$ cat config.mk
export PLATFORM = sky130hd
export DESIGN_NAME = debounce_botoes
export DESIGN_NICKNAME = d
export VERILOG_FILES = /design/src/rtl/debounce_botoes_pkg.sv /design/src/rtl/debounce_botoes_canal.sv /design/src/rtl/debounce_botoes.sv
export SDC_FILE = /design/constraint.sdc
export NUM_CORES = 1
export LEC_CHECK = 0
export ABC_CLOCK_PERIOD_IN_PS = 2300
export BUFFER_PORTS_ARGS = -buffer_cell sky130_fd_sc_hd__buf_2
export CAP_MARGIN = 20
export CORE_ASPECT_RATIO = 0.9
export CORE_UTILIZATION = 42
export DETAILED_ROUTE_END_ITERATION = 16
export GPL_ROUTABILITY_DRIVEN = 0
export PLACE_DENSITY = 0.62
export REMOVE_ABC_BUFFERS = 1
export SLEW_MARGIN = 20
export SYNTH_ARGS = -nofsm -noshare
export SYNTH_HDL_FRONTEND = slang
export SYNTH_SLANG_ARGS = --single-unit
$ cat constraint.sdc
create_clock -name clk -period 2.3 [get_ports clk]
set_input_delay 0.23 -clock clk [delete_from_list [all_inputs] [get_ports clk]]
set_output_delay 0.23 -clock clk [all_outputs]
set_load 0.01 [all_outputs]
$ cat src/rtl/debounce_botoes_pkg.sv
// Shared definitions for the two-button debounce front end:
// channel FSM state encoding and default timing parameters.
package debounce_botoes_pkg;

   typedef enum logic [1:0] {
      SOLTO       = 2'd0,
      CONF_PRESS  = 2'd1,
      PRESSIONADO = 2'd2,
      CONF_SOLTA  = 2'd3
   } estado_t;

   localparam int unsigned DEBOUNCE_CYCLES_DEF = 50000;
   localparam int unsigned CNT_W_DEF           = 16;

endpackage

$ cat src/rtl/debounce_botoes_canal.sv
// One button channel: 2-FF synchroniser, stability counter and press/release FSM.
// evento_press is high for the single cycle in which a press is accepted.
module debounce_botoes_canal
   import debounce_botoes_pkg::*;
#(
   parameter int unsigned DEBOUNCE_CYCLES = DEBOUNCE_CYCLES_DEF,
   parameter int unsigned CNT_W           = CNT_W_DEF
) (
   input  logic clk,
   input  logic rst_n,
   input  logic bruto,
   output logic evento_press
);

   localparam logic [CNT_W-1:0] CNT_MAX = CNT_W'(DEBOUNCE_CYCLES - 1);

   logic             sync_a;
   logic             sync_s;
   estado_t          estado;
   logic [CNT_W-1:0] cnt;

   // Two-stage synchroniser for the asynchronous raw input
   always_ff @(posedge clk) begin
      if (!rst_n) begin
         sync_a <= 1'b0;
         sync_s <= 1'b0;
      end else begin
         sync_a <= bruto;
         sync_s <= sync_a;
      end
   end

   // Reset lands in PRESSIONADO so a button held through reset is never reported
   always_ff @(posedge clk) begin
      if (!rst_n) begin
         estado <= PRESSIONADO;
         cnt    <= '0;
      end else begin
         case (estado)
            SOLTO: begin
               if (sync_s) begin
                  estado <= CONF_PRESS;
                  cnt    <= '0;
               end
            end
            CONF_PRESS: begin
               if (!sync_s) begin
                  estado <= SOLTO;
                  cnt    <= '0;
               end else if (cnt == CNT_MAX) begin
                  estado <= PRESSIONADO;
                  cnt    <= '0;
               end else begin
                  cnt <= cnt + CNT_W'(1);
               end
            end
            PRESSIONADO: begin
               if (!sync_s) begin
                  estado <= CONF_SOLTA;
                  cnt    <= '0;
               end
            end
            CONF_SOLTA: begin
               if (sync_s) begin
                  estado <= PRESSIONADO;
                  cnt    <= '0;
               end else if (cnt == CNT_MAX) begin
                  estado <= SOLTO;
                  cnt    <= '0;
               end else begin
                  cnt <= cnt + CNT_W'(1);
               end
            end
            default: begin
               estado <= PRESSIONADO;
               cnt    <= '0;
            end
         endcase
      end
   end

   // Same-cycle event so the top can register the output pulse on this very edge
   assign evento_press = (estado == CONF_PRESS) && sync_s && (cnt == CNT_MAX);

endmodule

$ cat src/rtl/debounce_botoes.sv
// Two-button front end: debounces both raw inputs and serialises the press pulses
// with fixed priority to button 1, so both outputs are never high together.
module debounce_botoes
   import debounce_botoes_pkg::*;
#(
   parameter int unsigned DEBOUNCE_CYCLES = DEBOUNCE_CYCLES_DEF,
   parameter int unsigned CNT_W           = CNT_W_DEF
) (
   input  logic clk,
   input  logic rst_n,
   input  logic BotaoBruto1,
   input  logic BotaoBruto2,
   output logic SinalBotao1,
   output logic SinalBotao2
);

   logic ev1;
   logic ev2;
   logic pend1;
   logic pend2;
   logic req1;
   logic req2;
   logic grant1;
   logic grant2;

   debounce_botoes_canal #(
      .DEBOUNCE_CYCLES (DEBOUNCE_CYCLES),
      .CNT_W           (CNT_W)
   ) u_canal1 (
      .clk          (clk),
      .rst_n        (rst_n),
      .bruto        (BotaoBruto1),
      .evento_press (ev1)
   );

   debounce_botoes_canal #(
      .DEBOUNCE_CYCLES (DEBOUNCE_CYCLES),
      .CNT_W           (CNT_W)
   ) u_canal2 (
      .clk          (clk),
      .rst_n        (rst_n),
      .bruto        (BotaoBruto2),
      .evento_press (ev2)
   );

   // Fixed-priority arbiter over fresh events and parked ones
   always_comb begin
      req1   = pend1 | ev1;
      req2   = pend2 | ev2;
      grant1 = req1;
      grant2 = req2 & ~req1;
   end

   always_ff @(posedge clk) begin
      if (!rst_n) begin
         pend1       <= 1'b0;
         pend2       <= 1'b0;
         SinalBotao1 <= 1'b0;
         SinalBotao2 <= 1'b0;
      end else begin
         pend1       <= req1 & ~grant1;
         pend2       <= req2 & ~grant2;
         SinalBotao1 <= grant1;
         SinalBotao2 <= grant2;
      end
   end

endmodule

==> qor.log, run 1 <==
[die] effective utilization at floorplan 0.449
[power_and_ir_drop] sum of internal, switching and leakage power 0.00142 W
[run] max-cap violations 0
[placement] DP Wirelength 2920 µm
[cts] CTS-repair resized insts 0
[routing] per-cell routed wire length 13.4 µm
[synthesis] prevailing post-synth register cell sky130_fd_sc_hd__dfxtp_1
[routing] DR vias/cell 5.61
[power_and_ir_drop] leakage power 0.762 nW
[synthesis] Post-synth EDFFs 0
[global_routing] overflow left after global routing 0
[cts] maximum root-to-sink buffer count 2
[setup_path] Register-to-Register Path Depth 5
[synthesis] simple logic cell fraction of the synthesized area 0.317
[die] core outline area 4550 µm²
[setup_path] crit-path cells or4b_4 > nor4_4 > nor2_1 > and3_1 > a211o_1
[synthesis] share of synthesized area spent on multiplexers 0.0147
[die] Die Y-Extent 68.2 µm
[power_and_ir_drop] fraction of power spent switching nets 0.224
[cts] number of H-tree levels 2
[cells_and_area] Post-layout nets 261
[placement] count of buffers from port buffering 5
[routing] count of nets left with antenna violations after detail routing 0
[setup_path] data required time of the critical path 2.48 ns
[die] cell row count 23
[cells_and_area] share of post-route cells with drive strength above 1 0.114
[power_and_ir_drop] clock group share of total power 0.404
[cts] clock tree from TritonCTS yes
[cts] source-to-sink clock delay at the later pin of the worst-skew pair 0.29 ns
[min_path] Worst Min Path Start BotaoBruto1
[global_routing] wire length of the first global-routing pass 6870 µm
[cells_and_area] antenna fix cells 0
[routing] vias post-DR 1778
[power_and_ir_drop] internal cell power 0.00110 W
[sta] setup TNS 0 ns
[setup_path] largest stage delay on the critical path 0.56 ns
[cells_and_area] growth of design area from synthesis to finish 10.8%
[cells_and_area] top library cells by usage in the layout, fill and taps aside sky130_fd_sc_hd__dfxtp_1 (43), sky130_fd_sc_hd__nand2_1 (30), sky130_fd_sc_hd__nand3_1 (22), sky130_fd_sc_hd__nor2_1 (19), sky130_fd_sc_hd__a31oi_1 (15)
[sta] Worst Clk Skew 0.00631 ns
[cts] TritonCTS sink count 43
[status] result of the run finished clean
[synthesis] dominant combinational cell family by area after synthesis simple AND/OR/NAND/NOR gates
[setup_path] type of origin of the critical path flip-flop
[setup_path] CP Capture Type flip-flop
[setup_path] gate family responsible for the most delay along the worst path simple AND/OR/NAND/NOR gates
[setup_path] worst r2r dst u_canal2.cnt[14]
[die] die span in x 75.5 µm
[power_and_ir_drop] worst IR drop on VDD 462 µV
[global_routing] maximum number of pins on one net before global-route repair 19
[power_and_ir_drop] NetSw 0.000317 W
[routing] wirelength, routed 4240 µm
[sta] number of setup violations in the final report 0
[sta] share of the clock period used by the worst path after layout 0.888
[power_and_ir_drop] combinational cell fraction of total power 0.051
[synthesis] Gate Count Post-Synth 243
[setup_path] highest fanout seen on the critical path 15
[sta] unrepaired setup endpoints after global routing no
[sta] slew margin rel. 0.436
[setup_path] Bufs and invs on worst path 0
[setup_path] crit path DAT 2.23 ns
[synthesis] Netlist Area Pre-Place 2040 µm²
[routing] DRC errors left 0
[global_routing] global-route total usage across every layer 0.178
[die] area of the die 5150 µm²
[sta] slew at the pin closest to its max-slew limit 0.842 ns
[setup_path] cell with the largest stage delay on the worst path sky130_fd_sc_hd__or4b_4
[power_and_ir_drop] power density of the placed cells 626 nW/µm²
[sta] Max Freq 0.489 GHz
[min_path] number of cells on the worst hold path 2
[synthesis] adder and majority gate portion of the synthesized area 0.0123
[min_path] hold endpoint u_canal1.sync_a
[cts] total clock buffers created by CTS 5
[setup_path] r2r setup slk 0.26 ns
[synthesis] sequential share of the synthesized area 0.422
[synthesis] Synth Area in Compound Gates 0.186
[cells_and_area] most common library cell in the layout ignoring fill and taps sky130_fd_sc_hd__dfxtp_1
[cts] Clock Tree Root sky130_fd_sc_hd__clkbuf_8
[global_routing] number of global-route vias before repair 1446
[routing] Starting DRT DRC Count 121
[synthesis] async set or reset register ratio after synthesis 0
[synthesis] xor/xnor cell area share of the yosys netlist 0.0214
[synthesis] count of unique library cells instantiated by Yosys 51
[synthesis] Seq cells post-synth 43
[routing] number of detailed-routing iterations run before antenna repair 4
[power_and_ir_drop] proportion of power drawn by flip-flops and latches 0.546
[die] number of ports placed on the die boundary 6
[cts] setup bufs post-CTS 0
[setup_path] start-to-end type of the worst setup path flip-flop to flip-flop
[cts] number of hold-repair buffers added at the cts stage 0
[synthesis] YS warnings 0
[synthesis] Syn Area/Cell 8.40 µm²
[min_path] class of the worst hold path input port to flip-flop
[sta] final hold vios 0
[cts] Clk pin slew, worst setup/hold paths 0.08 ns
[sta] final max-slew violation count 0
[setup_path] worst reg2reg path startpoint u_canal2.cnt[11]
[global_routing] number of antenna violations at the first check in global routing 0
[sta] time the final worst path needs with I/O delays and setup 2.04 ns
[synthesized netlist by cell type, types with 3 or more instances]
cell type                  number  area (µm²)
sky130_fd_sc_hd__a21oi_1       14        70.1
sky130_fd_sc_hd__a31oi_1       15        93.8
sky130_fd_sc_hd__a41oi_1        3        26.3
sky130_fd_sc_hd__and2_1         5        31.3
sky130_fd_sc_hd__clkbuf_1       3        11.3
sky130_fd_sc_hd__dfxtp_1       43         861
sky130_fd_sc_hd__inv_1          5        18.8
sky130_fd_sc_hd__mux2i_1        3        30.0
sky130_fd_sc_hd__nand2_1       30         113
sky130_fd_sc_hd__nand3_1       22         110
sky130_fd_sc_hd__nand4_1        3        18.8
sky130_fd_sc_hd__nand4b_1       3        26.3
sky130_fd_sc_hd__nor2_1        19        71.3
sky130_fd_sc_hd__nor2b_1        3        18.8
sky130_fd_sc_hd__nor3_1         9        45.0
sky130_fd_sc_hd__nor4_1         4        25.0
sky130_fd_sc_hd__o21a_1         3        22.5
sky130_fd_sc_hd__o21ai_0        9        45.0
sky130_fd_sc_hd__or3_1          3        18.8
sky130_fd_sc_hd__xor2_1         4        35.0
[worst register-to-register path: cells and delay by family (launching register included)]
family | cells | cell delay, ns
AND/OR/NAND/NOR | 4 | 1.36
AO/OA/AOI/OAI | 1 | 0.21
flip-flops | 1 | 0.36
[layer usage]
layer,part of all wire,track usage
met4,0.0068,0.0556
met2,0.42,0.250
met3,0.033,0.0412
met5,0,0
met1,0.54,0.266
[area by class of cell]
class,count,area (µm²)
timing repair buffer,11,70.1
clock buffer,5,68.8
tap,62,77.6
sequential,43,861
inverter,6,22.5
multi-input combinational,188,1130
fill,473,2280
clock inverter,2,37.5
[cell families (layout without fill, tap and decap cells)]
kind of cell | after synthesis | after routing
simple gates | 119 | 119
compound gates | 59 | 59
flops | 43 | 43
buf+inv | 12 | 24
xor+xnor | 5 | 5
mux | 3 | 3
fa+ha+maj | 2 | 2
[flip-flops by register name, indices dropped and copies added (netlist names), named ones only]
| register | count |
|---|---|
| u_canal1.cnt | 16 |
| u_canal2.sync_a | 1 |
| u_canal1.sync_a | 1 |
| SinalBotao1 | 1 |
| pend2 | 1 |
| SinalBotao2 | 1 |
| u_canal2.estado | 1 |
| u_canal1.sync_s | 1 |
| u_canal2.cnt | 16 |
| u_canal2.sync_s | 1 |
| u_canal1.estado | 1 |
[metrics by stage]
step                hold WS [ns]  cells   util  instance area (µm²)  setup WS, ns
floorplan                  0.306    237      -                 2010         0.293
global placement           0.416    310  0.474                 2160         0.289
detailed placement         0.423    310  0.474                 2160         0.262
CTS                        0.130    317  0.498                 2260         0.254
global route               0.132    317  0.498                 2260       0.00946
finish                     0.145    317  0.498                 2260         0.257
[power groups by stage]
stage / combinational (W) / sequential (W) / clock, W
3_5_place_dp: 0.0000716 / 0.000791 / 0
3_3_place_gp: 0.0000706 / 0.000790 / 0
2_1_floorplan: 0.0000516 / 0.000787 / 0
4_1_cts: 0.0000718 / 0.000773 / 0.000597
5_1_grt: 0.0000809 / 0.000776 / 0.000623
6_report: 0.0000717 / 0.000773 / 0.000572
[worst max-delay path by stage]
stage | endpoint | start | cells past startpoint
after floorplan | u_canal2.cnt[14] | u_canal2.cnt[11] | 5
after global routing | u_canal2.cnt[7] | u_canal2.sync_s | 5
after detailed placement | u_canal2.cnt[14] | u_canal2.cnt[11] | 5
final | u_canal2.cnt[14] | u_canal2.cnt[11] | 5
after CTS | u_canal2.cnt[14] | u_canal2.cnt[11] | 5
after global placement | u_canal2.cnt[14] | u_canal2.cnt[11] | 5
No activity file was read; power rests on OpenSTA's default activity.
==> inputs of run 2 (changes only) <==
--- a/config.mk
+++ b/config.mk
@@ -14,3 +14,3 @@
 export GPL_ROUTABILITY_DRIVEN = 0
-export PLACE_DENSITY = 0.62
+export PLACE_DENSITY_LB_ADDON = 0.08
 export REMOVE_ABC_BUFFERS = 1
==> constraint.sdc (replaced) <==
create_clock -name clk -period 2.3 [get_ports clk]
set_input_delay 0.115 -clock clk [delete_from_list [all_inputs] [get_ports clk]]
set_output_delay 0.115 -clock clk [all_outputs]
set_load 0.01 [all_outputs]
==> run 2 against run 1 <==
  * Sequential cell count unchanged
  * Non-clock buffer count unchanged
  * Total power down 2.5%
  * Final area down 0.11%
  * Register-to-register slack about the same
  * Via count down 0.62%
  * Combinational power up 0.6%
  * Fmax down 0.18%
  * Largest power group unchanged
==> qor.log, run 2 (synthesized netlist as in run 1, its figures left out) <==
[status] result of the run finished clean [unchanged]
[cells_and_area] largest registers u_canal1.cnt x16, u_canal2.cnt x16 [unchanged]
[cells_and_area] top library cells by usage in the layout, fill and taps aside sky130_fd_sc_hd__dfxtp_1 (43), sky130_fd_sc_hd__nand2_1 (30), sky130_fd_sc_hd__nand3_1 (22), sky130_fd_sc_hd__nor2_1 (19), sky130_fd_sc_hd__a31oi_1 (15) [unchanged]
[placement] dpl cell area 2160 µm² [unchanged]
[routing] number of detailed-routing iterations run before antenna repair 4 [unchanged]
[die] Die Y-Extent 68.2 µm [unchanged]
[cells_and_area] number of inserted filler cells in the final layout 473 [unchanged]
[cts] number of hold-repair buffers added at the cts stage 0 [unchanged]
[cts] Clock Tree Root sky130_fd_sc_hd__clkbuf_8 [unchanged]
[sta] slew at the pin closest to its max-slew limit 0.884 ns [was 0.842 ns]
[setup_path] gate family responsible for the most delay along the worst path simple AND/OR/NAND/NOR gates [unchanged]
[cells_and_area] share of post-route cells with drive strength above 1 0.117 [was 0.114]
[routing] highest metal used met4 [unchanged]
[sta] unrepaired setup endpoints after global routing no [unchanged]
[routing] count of nets left with antenna violations after detail routing 0 [unchanged]
[global_routing] overflow left after global routing 0 [unchanged]
[power_and_ir_drop] worst IR drop on VDD 410 µV [was 462 µV]
[cts] source-to-sink clock delay at the later pin of the worst-skew pair 0.30 ns [was 0.29 ns]
[die] core outline area 4550 µm² [unchanged]
[routing] DRC errors left 0 [unchanged]
[cts] Clk pin slew, worst setup/hold paths 0.08 ns [about the same]
[setup_path] Register-to-Register Path Depth 5 [unchanged]
[setup_path] r2r setup slk 0.25 ns [was 0.26 ns]
[setup_path] start-to-end type of the worst setup path flip-flop to flip-flop [unchanged]
[die] area of the die 5150 µm² [unchanged]
[routing] DR vias/cell 5.56 [was 5.61]
[cells_and_area] post-route cell area 2260 µm² [about the same]
[setup_path] type of origin of the critical path flip-flop [unchanged]
[global_routing] global-route total usage across every layer 0.182 [was 0.178]
[placement] DP Wirelength 2970 µm [was 2920 µm]
[power_and_ir_drop] combinational cell fraction of total power 0.052 [was 0.051]
[cts] TritonCTS sink count 43 [unchanged]
[die] cell row count 23 [unchanged]
[routing] Met1 Routed Length 2490 µm [was 2270 µm]
[setup_path] worst r2r dst u_canal2.cnt[14] [unchanged]
[power_and_ir_drop] NetSw 0.000326 W [was 0.000317 W]
[sta] share of the clock period used by the worst path after layout 0.890 [was 0.888]
[sta] Max Freq 0.488 GHz [was 0.489 GHz]
[run] max-cap violations 0 [unchanged]
[cells_and_area] growth of design area from synthesis to finish 10.7% [was 10.8%]
[power_and_ir_drop] power density of the placed cells 611 nW/µm² [was 626 nW/µm²]
[setup_path] crit-path cells or4b_4 > nor4_4 > nor2_1 > and3_1 > a211o_1 [unchanged]
[global_routing] number of global-route vias before repair 1437 [was 1446]
[cells_and_area] Post-layout nets 261 [unchanged]
[cts] setup bufs post-CTS 0 [unchanged]
[cts] maximum root-to-sink buffer count 2 [unchanged]
[sta] Worst Clk Skew 0.00434 ns [was 0.00631 ns]
[cts] clock tree from TritonCTS yes [unchanged]
[sta] final hold vios 0 [unchanged]
[global_routing] wire length of the first global-routing pass 6820 µm [was 6870 µm]
[setup_path] CP Capture Type flip-flop [unchanged]
[die] die span in x 75.5 µm [unchanged]
[setup_path] logic depth of the worst path, buffers included 5 [unchanged]
[sta] number of setup violations in the final report 0 [unchanged]
[sta] slew margin rel. 0.408 [was 0.436]
[setup_path] data required time of the critical path 2.49 ns [was 2.48 ns]
[setup_path] cell with the largest stage delay on the worst path sky130_fd_sc_hd__or4b_4 [unchanged]
[routing] Starting DRT DRC Count 154 [was 121]
[setup_path] capture point of the worst path u_canal2.cnt[14] [unchanged]
[placement] count of buffers from port buffering 5 [unchanged]
[routing] Met3 Wirelength 108 µm [was 140 µm]
[cts] number of H-tree levels 2 [unchanged]
[routing] per-cell routed wire length 13.6 µm [was 13.4 µm]
[sta] final max-slew violation count 0 [unchanged]
[cts] total clock buffers created by CTS 5 [unchanged]
[power_and_ir_drop] fraction of power spent switching nets 0.236 [was 0.224]
[global_routing] number of antenna violations at the first check in global routing 0 [unchanged]
[cells_and_area] most common library cell in the layout ignoring fill and taps sky130_fd_sc_hd__dfxtp_1 [unchanged]
[routing] wirelength, routed 4330 µm [was 4240 µm]
[routing] vias post-DR 1767 [was 1778]
[die] number of ports placed on the die boundary 6 [unchanged]
[routing] routed length on met2 1690 µm [was 1800 µm]
[setup_path] Bufs and invs on worst path 0 [unchanged]
[setup_path] worst reg2reg path startpoint u_canal2.cnt[11] [unchanged]
[setup_path] largest stage delay on the critical path 0.56 ns [about the same]
[setup_path] CP startpoint u_canal2.cnt[11] [unchanged]
[cells_and_area] antenna fix cells 0 [unchanged]
[min_path] class of the worst hold path input port to flip-flop [unchanged]
[setup_path] crit path DAT 2.24 ns [was 2.23 ns]
[sta] setup TNS 0 ns [unchanged]
[cts] CTS-repair resized insts 0 [unchanged]
[setup_path] highest fanout seen on the critical path 15 [unchanged]
[power_and_ir_drop] proportion of power drawn by flip-flops and latches 0.559 [was 0.546]
[power_and_ir_drop] internal cell power 0.00106 W [was 0.00110 W]
[power_and_ir_drop] leakage power 0.762 nW [about the same]
[power_and_ir_drop] clock group share of total power 0.389 [was 0.404]
[global_routing] maximum number of pins on one net before global-route repair 19 [unchanged]
[die] effective utilization at floorplan 0.449 [unchanged]
[sta] time the final worst path needs with I/O delays and setup 2.05 ns [was 2.04 ns]
## run 2: cell count changes in the layout (fill, tap and decap cells not counted)
cell                        previous run  this run
sky130_fd_sc_hd__clkbuf_8              5         7
sky130_fd_sc_hd__bufinv_16             1         0
## run 2: worst min path at each step
stage	from	endpoint	depth (start not counted)
floorplan	rst_n	flip-flop	1
global placement	BotaoBruto1	u_canal1.sync_a	2
detailed placement	BotaoBruto1	u_canal1.sync_a	2
CTS	BotaoBruto2	u_canal2.sync_a	2
global route	BotaoBruto2	u_canal2.sync_a	2
finish	BotaoBruto2	u_canal2.sync_a	2
## run 2: metrics by stage
stage	std cells	power [W]	util	worst slack, ns	hold slack (ns)
finish	318	0.00138	0.497	0.253	0.0223
CTS	318	0.00140	0.497	0.250	0.0140
global route	318	0.00144	0.497	0.0439	0.00817
detailed placement	310	0.000862	0.474	0.264	0.331
floorplan	237	0.000838	-	0.293	0.191
global placement	310	0.000861	0.474	0.296	0.324
## run 2: metal layers
layer,GRT usage,up-vias
met5,0,-
met4,0.0903,0
met3,0.0442,4
met2,0.234,24
met1,0.273,810
li1,-,929
## run 2: cell type report
type	instances	area (µm²)	area share
Multi-Input combinational cell	188	1130	0.498
Tap cell	62	77.6	0.0343
Inverter	6	22.5	0.00996
Clock inverter	1	7.51	0.00332
Timing Repair Buffer	11	70.1	0.0310
Sequential cell	43	861	0.381
Clock buffer	7	96.3	0.0426
## run 2: power groups by stage
stage / clock (W) / sequential, W / combinational [W]
2_1_floorplan: 0 / 0.000787 / 0.0000516
3_3_place_gp: 0 / 0.000790 / 0.0000711
3_5_place_dp: 0 / 0.000790 / 0.0000720
4_1_cts: 0.000559 / 0.000772 / 0.0000721
5_1_grt: 0.000588 / 0.000775 / 0.0000809
6_report: 0.000537 / 0.000773 / 0.0000721
